===== src/rtl/dbus_cbus_bridge.sv =====
// Memory-stage DBus to CBus bridge: one registered single-beat CBus transaction per accepted request.
// Optional build macro DBUS_ALIGN_CHECK_EN answers misaligned accesses locally without CBus traffic.
package dbus_cbus_pkg;

  typedef enum logic [2:0] {
    MSIZE1 = 3'd0,
    MSIZE2 = 3'd1,
    MSIZE4 = 3'd2,
    MSIZE8 = 3'd3
  } msize_t;

  typedef logic [7:0] mlen_t;
  localparam mlen_t MLEN1 = 8'd0;

  typedef enum logic [1:0] {
    AXI_BURST_FIXED = 2'b00,
    AXI_BURST_INCR  = 2'b01,
    AXI_BURST_WRAP  = 2'b10
  } axi_burst_t;

  typedef struct packed {
    logic        valid;
    logic [63:0] addr;
    msize_t      size;
    logic [7:0]  strobe;
    logic [63:0] data;
  } dbus_req_t;

  typedef struct packed {
    logic        addr_ok;
    logic        data_ok;
    logic [63:0] data;
  } dbus_resp_t;

  typedef struct packed {
    logic        valid;
    logic        is_write;
    msize_t      size;
    logic [63:0] addr;
    logic [7:0]  strobe;
    logic [63:0] data;
    mlen_t       len;
    axi_burst_t  burst;
  } cbus_req_t;

  typedef struct packed {
    logic        ready;
    logic        last;
    logic [63:0] data;
  } cbus_resp_t;

endpackage

module dbus_cbus_bridge
  import dbus_cbus_pkg::*;
#(
  parameter int CNT_W = 32
) (
  input  logic             clk,
  input  logic             reset,
  input  dbus_req_t        dreq,
  output dbus_resp_t       dresp,
  output cbus_req_t        creq,
  input  cbus_resp_t       cresp,
  output logic [CNT_W-1:0] wait_cnt,
  output logic             misalign
);

  typedef enum logic [1:0] {
    S_IDLE = 2'd0,
    S_REQ  = 2'd1,
    S_DONE = 2'd2
  } state_t;

  state_t           r_state;
  logic [63:0]      r_addr;
  msize_t           r_size;
  logic [7:0]       r_strobe;
  logic [63:0]      r_wdata;
  logic [63:0]      r_rdata;
  logic             r_creq_valid;
  logic             r_data_ok;
  logic             r_misalign;
  logic [CNT_W-1:0] r_wait_cnt;
  logic             w_misaligned;

  // NOTE: combinational blocks assign a default first so no path leaves a signal unassigned (no latch).
  always_comb begin
    w_misaligned = 1'b0;
`ifdef DBUS_ALIGN_CHECK_EN
    case (dreq.size)
      MSIZE2:  w_misaligned = dreq.addr[0];
      MSIZE4:  w_misaligned = |dreq.addr[1:0];
      MSIZE8:  w_misaligned = |dreq.addr[2:0];
      default: w_misaligned = 1'b0;
    endcase
`endif
  end

  // NOTE: all state uses non-blocking assignments so every register samples pre-edge values.
  always_ff @(posedge clk or negedge reset) begin
    if (!reset) begin
      // NOTE: the latched request is reset too, so the bus never sees stale X fields after reset.
      r_state      <= S_IDLE;
      r_addr       <= '0;
      r_size       <= MSIZE1;
      r_strobe     <= '0;
      r_wdata      <= '0;
      r_rdata      <= '0;
      r_creq_valid <= 1'b0;
      r_data_ok    <= 1'b0;
      r_misalign   <= 1'b0;
      r_wait_cnt   <= '0;
    end else begin
      r_data_ok  <= 1'b0;
      r_misalign <= 1'b0;
      case (r_state)
        S_IDLE: begin
          if (dreq.valid) begin
            r_addr   <= dreq.addr;
            r_size   <= dreq.size;
            r_strobe <= dreq.strobe;
            r_wdata  <= dreq.data;
            if (w_misaligned) begin
              r_state    <= S_DONE;
              r_rdata    <= '0;
              r_data_ok  <= 1'b1;
              r_misalign <= 1'b1;
            end else begin
              r_state      <= S_REQ;
              r_creq_valid <= 1'b1;
            end
          end
        end
        S_REQ: begin
          if (r_wait_cnt != '1) begin
            r_wait_cnt <= r_wait_cnt + CNT_W'(1);
          end
          if (cresp.ready && cresp.last) begin
            r_state      <= S_DONE;
            r_rdata      <= cresp.data;
            r_creq_valid <= 1'b0;
            r_data_ok    <= 1'b1;
          end
        end
        S_DONE:  r_state <= S_IDLE;
        default: r_state <= S_IDLE;
      endcase
    end
  end

  // addr_ok is the only combinational response; it is forced low while reset is held.
  always_comb begin
    dresp         = '0;
    dresp.addr_ok = reset && (r_state == S_IDLE) && dreq.valid;
    dresp.data_ok = r_data_ok;
    dresp.data    = r_rdata;
  end

  always_comb begin
    creq          = '0;
    creq.valid    = r_creq_valid;
    creq.is_write = |r_strobe;
    creq.size     = r_size;
    creq.addr     = r_addr;
    creq.strobe   = r_strobe;
    creq.data     = r_wdata;
    creq.len      = MLEN1;
    creq.burst    = AXI_BURST_FIXED;
  end

  assign wait_cnt = r_wait_cnt;
  assign misalign = r_misalign;

  // A beat without last would be a multi-beat reply to a single-beat request.
  a_ready_implies_last: assert property (@(posedge clk) disable iff (!reset)
    (r_state == S_REQ && cresp.ready) |-> cresp.last);

endmodule


===== config.mk =====
export PLATFORM = sky130hd
export DESIGN_NAME = dbus_cbus_bridge
export DESIGN_NICKNAME = d
export VERILOG_FILES = /design/src/rtl/dbus_cbus_bridge.sv
export SDC_FILE = /design/constraint.sdc
export NUM_CORES = 1
export LEC_CHECK = 0
export CAP_MARGIN = 20
export CELL_PAD_IN_SITES_DETAIL_PLACEMENT = 1
export CELL_PAD_IN_SITES_GLOBAL_PLACEMENT = 1
export CORE_MARGIN = 5
export CORE_UTILIZATION = 32
export CTS_CLUSTER_SIZE = 24
export DETAILED_ROUTE_END_ITERATION = 6
export GPL_ROUTABILITY_DRIVEN = 0
export PLACE_DENSITY = 0.79
export SYNTH_ARGS = -nofsm -noshare
export SYNTH_HDL_FRONTEND = slang
export SYNTH_SLANG_ARGS = --single-unit

===== constraint.sdc =====
create_clock -name clk -period 2.43 [get_ports clk]
set_input_delay 0.486 -clock clk [delete_from_list [all_inputs] [get_ports clk]]
set_output_delay 0.486 -clock clk [all_outputs]
set_load 0.1 [all_outputs]

==> results.sh <==
export IMPL_syn_avg_cell_area_sq_um=15.50
export IMPL_finalClockSkew_ns=0.007162
export IMPL_route_met3_wl_um=2791
export IMPL_clock_tree_root_cell="clkbuf_16"
export IMPL_setup_worst_path_end_class="output port"
export IMPL_clk_pin_slew_ns=0.05
export IMPL_ant_nets=0
export IMPL_grt_max_degree=122
export IMPL_wl_per_cell_um=20.27
export IMPL_path_class="flip-flop to output port"
export IMPL_chipWidth_um=180.5
export IMPL_fin_setup_tns_ns=0
export IMPL_ys_dominant_reg_cell="dfrtp_1"
export IMPL_maxSlewViolCount=0
export IMPL_highest_layer="met4"
export IMPL_yosys_top_cells_area="dfrtp_1 64%, mux2_2 25%, xnor2_1 1.6%"
export IMPL_port_buffers=446
export IMPL_initial_utilization_pct=32.41
export IMPL_hp_class="input pin to async pin"
export IMPL_drive_gt1_share_pct=48.29
export IMPL_crit_path_max_fanout=6
export IMPL_regToRegSetupSlack_ns=0.33
export IMPL_coreArea_sq_mm=0.02870
export IMPL_setup_viol=0
export IMPL_nNetsFinal=1271
export IMPL_clock_sinks=239
export IMPL_min_period_over_period_pct=94.66
export IMPL_status="finished clean"
export IMPL_crit_arrival_ns=1.81
export IMPL_insertion_delay_ns=0.52
export IMPL_grt_pass1_wl_um=46060
export IMPL_cts_path_max_buffers=3
export IMPL_yosys_warnings=0
export IMPL_ys_ff_latch=239
export IMPL_period_minus_slack_ns=2.300
export IMPL_required_ns=1.94
export IMPL_async_flop_share_pct=100.0
export IMPL_die_area_sq_mm=0.03258
export IMPL_ys_types=39
export IMPL_drv_cap=0
export IMPL_relSlewSlack_pct=52.06
export IMPL_hpwl_um=22730
export IMPL_holdBufCountCts=0
export IMPL_grt_pass1_vias=7746
export IMPL_initialDrtViolationCount=202
export IMPL_tightestPinTransition_ns=0.7191
export IMPL_first_pass_iters=4
export IMPL_tritoncts="done"
export IMPL_areaGrowthSynthToFinish_pct=55.94
export IMPL_synth_cells=600
export IMPL_finalHoldViolations=0
export IMPL_syn_area_sq_mm=0.009303
export IMPL_antenna_found_initial=1
export IMPL_rsz0062_at_grt="no"
export IMPL_vias=6700
export IMPL_h_tree_depth=1
export IMPL_grt_overflow_total=0
export IMPL_cts_buffers=26
export IMPL_rows=62
export IMPL_die_h_um=180.5
export IMPL_synth_area_leader_cell="dfrtp_1"
export IMPL_route_layer_met1_wl_um=10340
export IMPL_netlist_area_leader_share_pct=64.29
export IMPL_route_detailed_drc=0
export IMPL_fmax_ghz=0.4348
export IMPL_avgViaCountPerCell=4.577
export IMPL_finalWirelength_um=29670
export IMPL_synth_edf_count=0
export IMPL_met2WireLength_um=15740
export IMPL_ios=458
export IMPL_cp_start_kind="flip-flop"
export IMPL_track_usage_pct=17.64
export IMPL_synth_seq_area_share_pct=64.29
Yosys cell counts (3+ instances only):
cell,instances
nand2_1,10
nand3_1,8
xnor2_1,17
nor2_1,12
buf_4,13
clkbuf_1,9
dfrtp_1,239
nand4_1,11
buf_2,13
and3_1,9
xor2_1,12
nor4_1,3
inv_1,3
nor3_1,7
mux2_2,204
per-layer routing:
layer  up-vias  track usage, %
li1       3037               -
met1      3326           18.74
met2       298           32.65
met3        39           6.883
met4         0           4.567
met5         -               0
kinds of logic after synthesis:
kind of cell             after synthesis  synth area share (%)
AO/OA/AOI/OAI                          8                0.7935
AND/OR/NAND/NOR                       80                 5.084
buffers and inverters                 38                 2.233
multiplexers                         204                 24.69
XOR/XNOR                              29                 2.730
adder cells (fa/ha/maj)                1                0.1345
other                                  1               0.04031
flip-flops                           239                 64.29
layout by cell type (no fill, tap or decap), types with 12 or more instances in the layout:
cell / instances
xnor2_1: 17
dfrtp_2: 21
buf_4: 245
clkdlybuf4s50_1: 206
dfrtp_1: 218
clkbuf_16: 27
clkbuf_1: 12
xor2_1: 12
mux2_2: 204
nor2_1: 12
sequential cells by signal, summed over array words and instances, names as in the netlist:
register,flops
r_addr,64
r_rdata,64
r_wdata,64
wait_cnt,32
r_strobe,8
r_size,3
r_state,2
r_creq_valid,1
r_data_ok,1
stage by stage:
step	cell area, sq um	utilization (%)	hold slack, ns	instances	setup slack, ns
after global placement	13720	47.79	0.4689	1418	0.09640
after detailed placement	13720	47.79	0.4810	1418	0.07612
after global routing	14510	50.54	0.08601	1464	0.01938
final	14510	50.54	0.03042	1464	0.1298
after CTS	14500	50.51	0.08625	1463	0.01717
after floorplan	9368	-	0.1904	610	0.01345
what timing repair did:
item / in CTS / in global routing
setup buffers: 0 / 0
endpoints found under the setup margin: 0 / 1
resized for setup: 0 / 1
critical path: stages, from the launching register on:
cell,delay [ns]
dfrtp_1,0.46
nor3b_4,0.28
buf_12,0.16
and2_2,0.21
buf_12,0.19
cell type report:
type                    count  area (sq um)
repair buffers            459          4056
clock inverters             3         17.52
multi-input cells         333          3169
inverters                   3         11.26
clock buffers              42         762.0
well taps                 384         480.5
flip-flops and latches    239          6007
diodes                      1         2.502
fillers                  2936         14200
path summary, 6_finish.rpt:
| check | startpoint | end | cells after the start |
|---|---|---|---|
| worst max-delay path | r_state[0] | dresp[65] | 4 |
| worst min-delay path | reset | r_rdata[60] | 2 |
| min in group clk | wait_cnt[30] | wait_cnt[30] | 1 |
| worst min register to register | wait_cnt[30] | wait_cnt[30] | 1 |
| max in group asynchronous | reset | r_addr[55] | 2 |
| worst max register to register | r_state[1] | wait_cnt[13] | 5 |
Power is left out: the tool's default activity adds up to more than one toggle a clock period on the data nets, which glitch-free logic cannot reach.
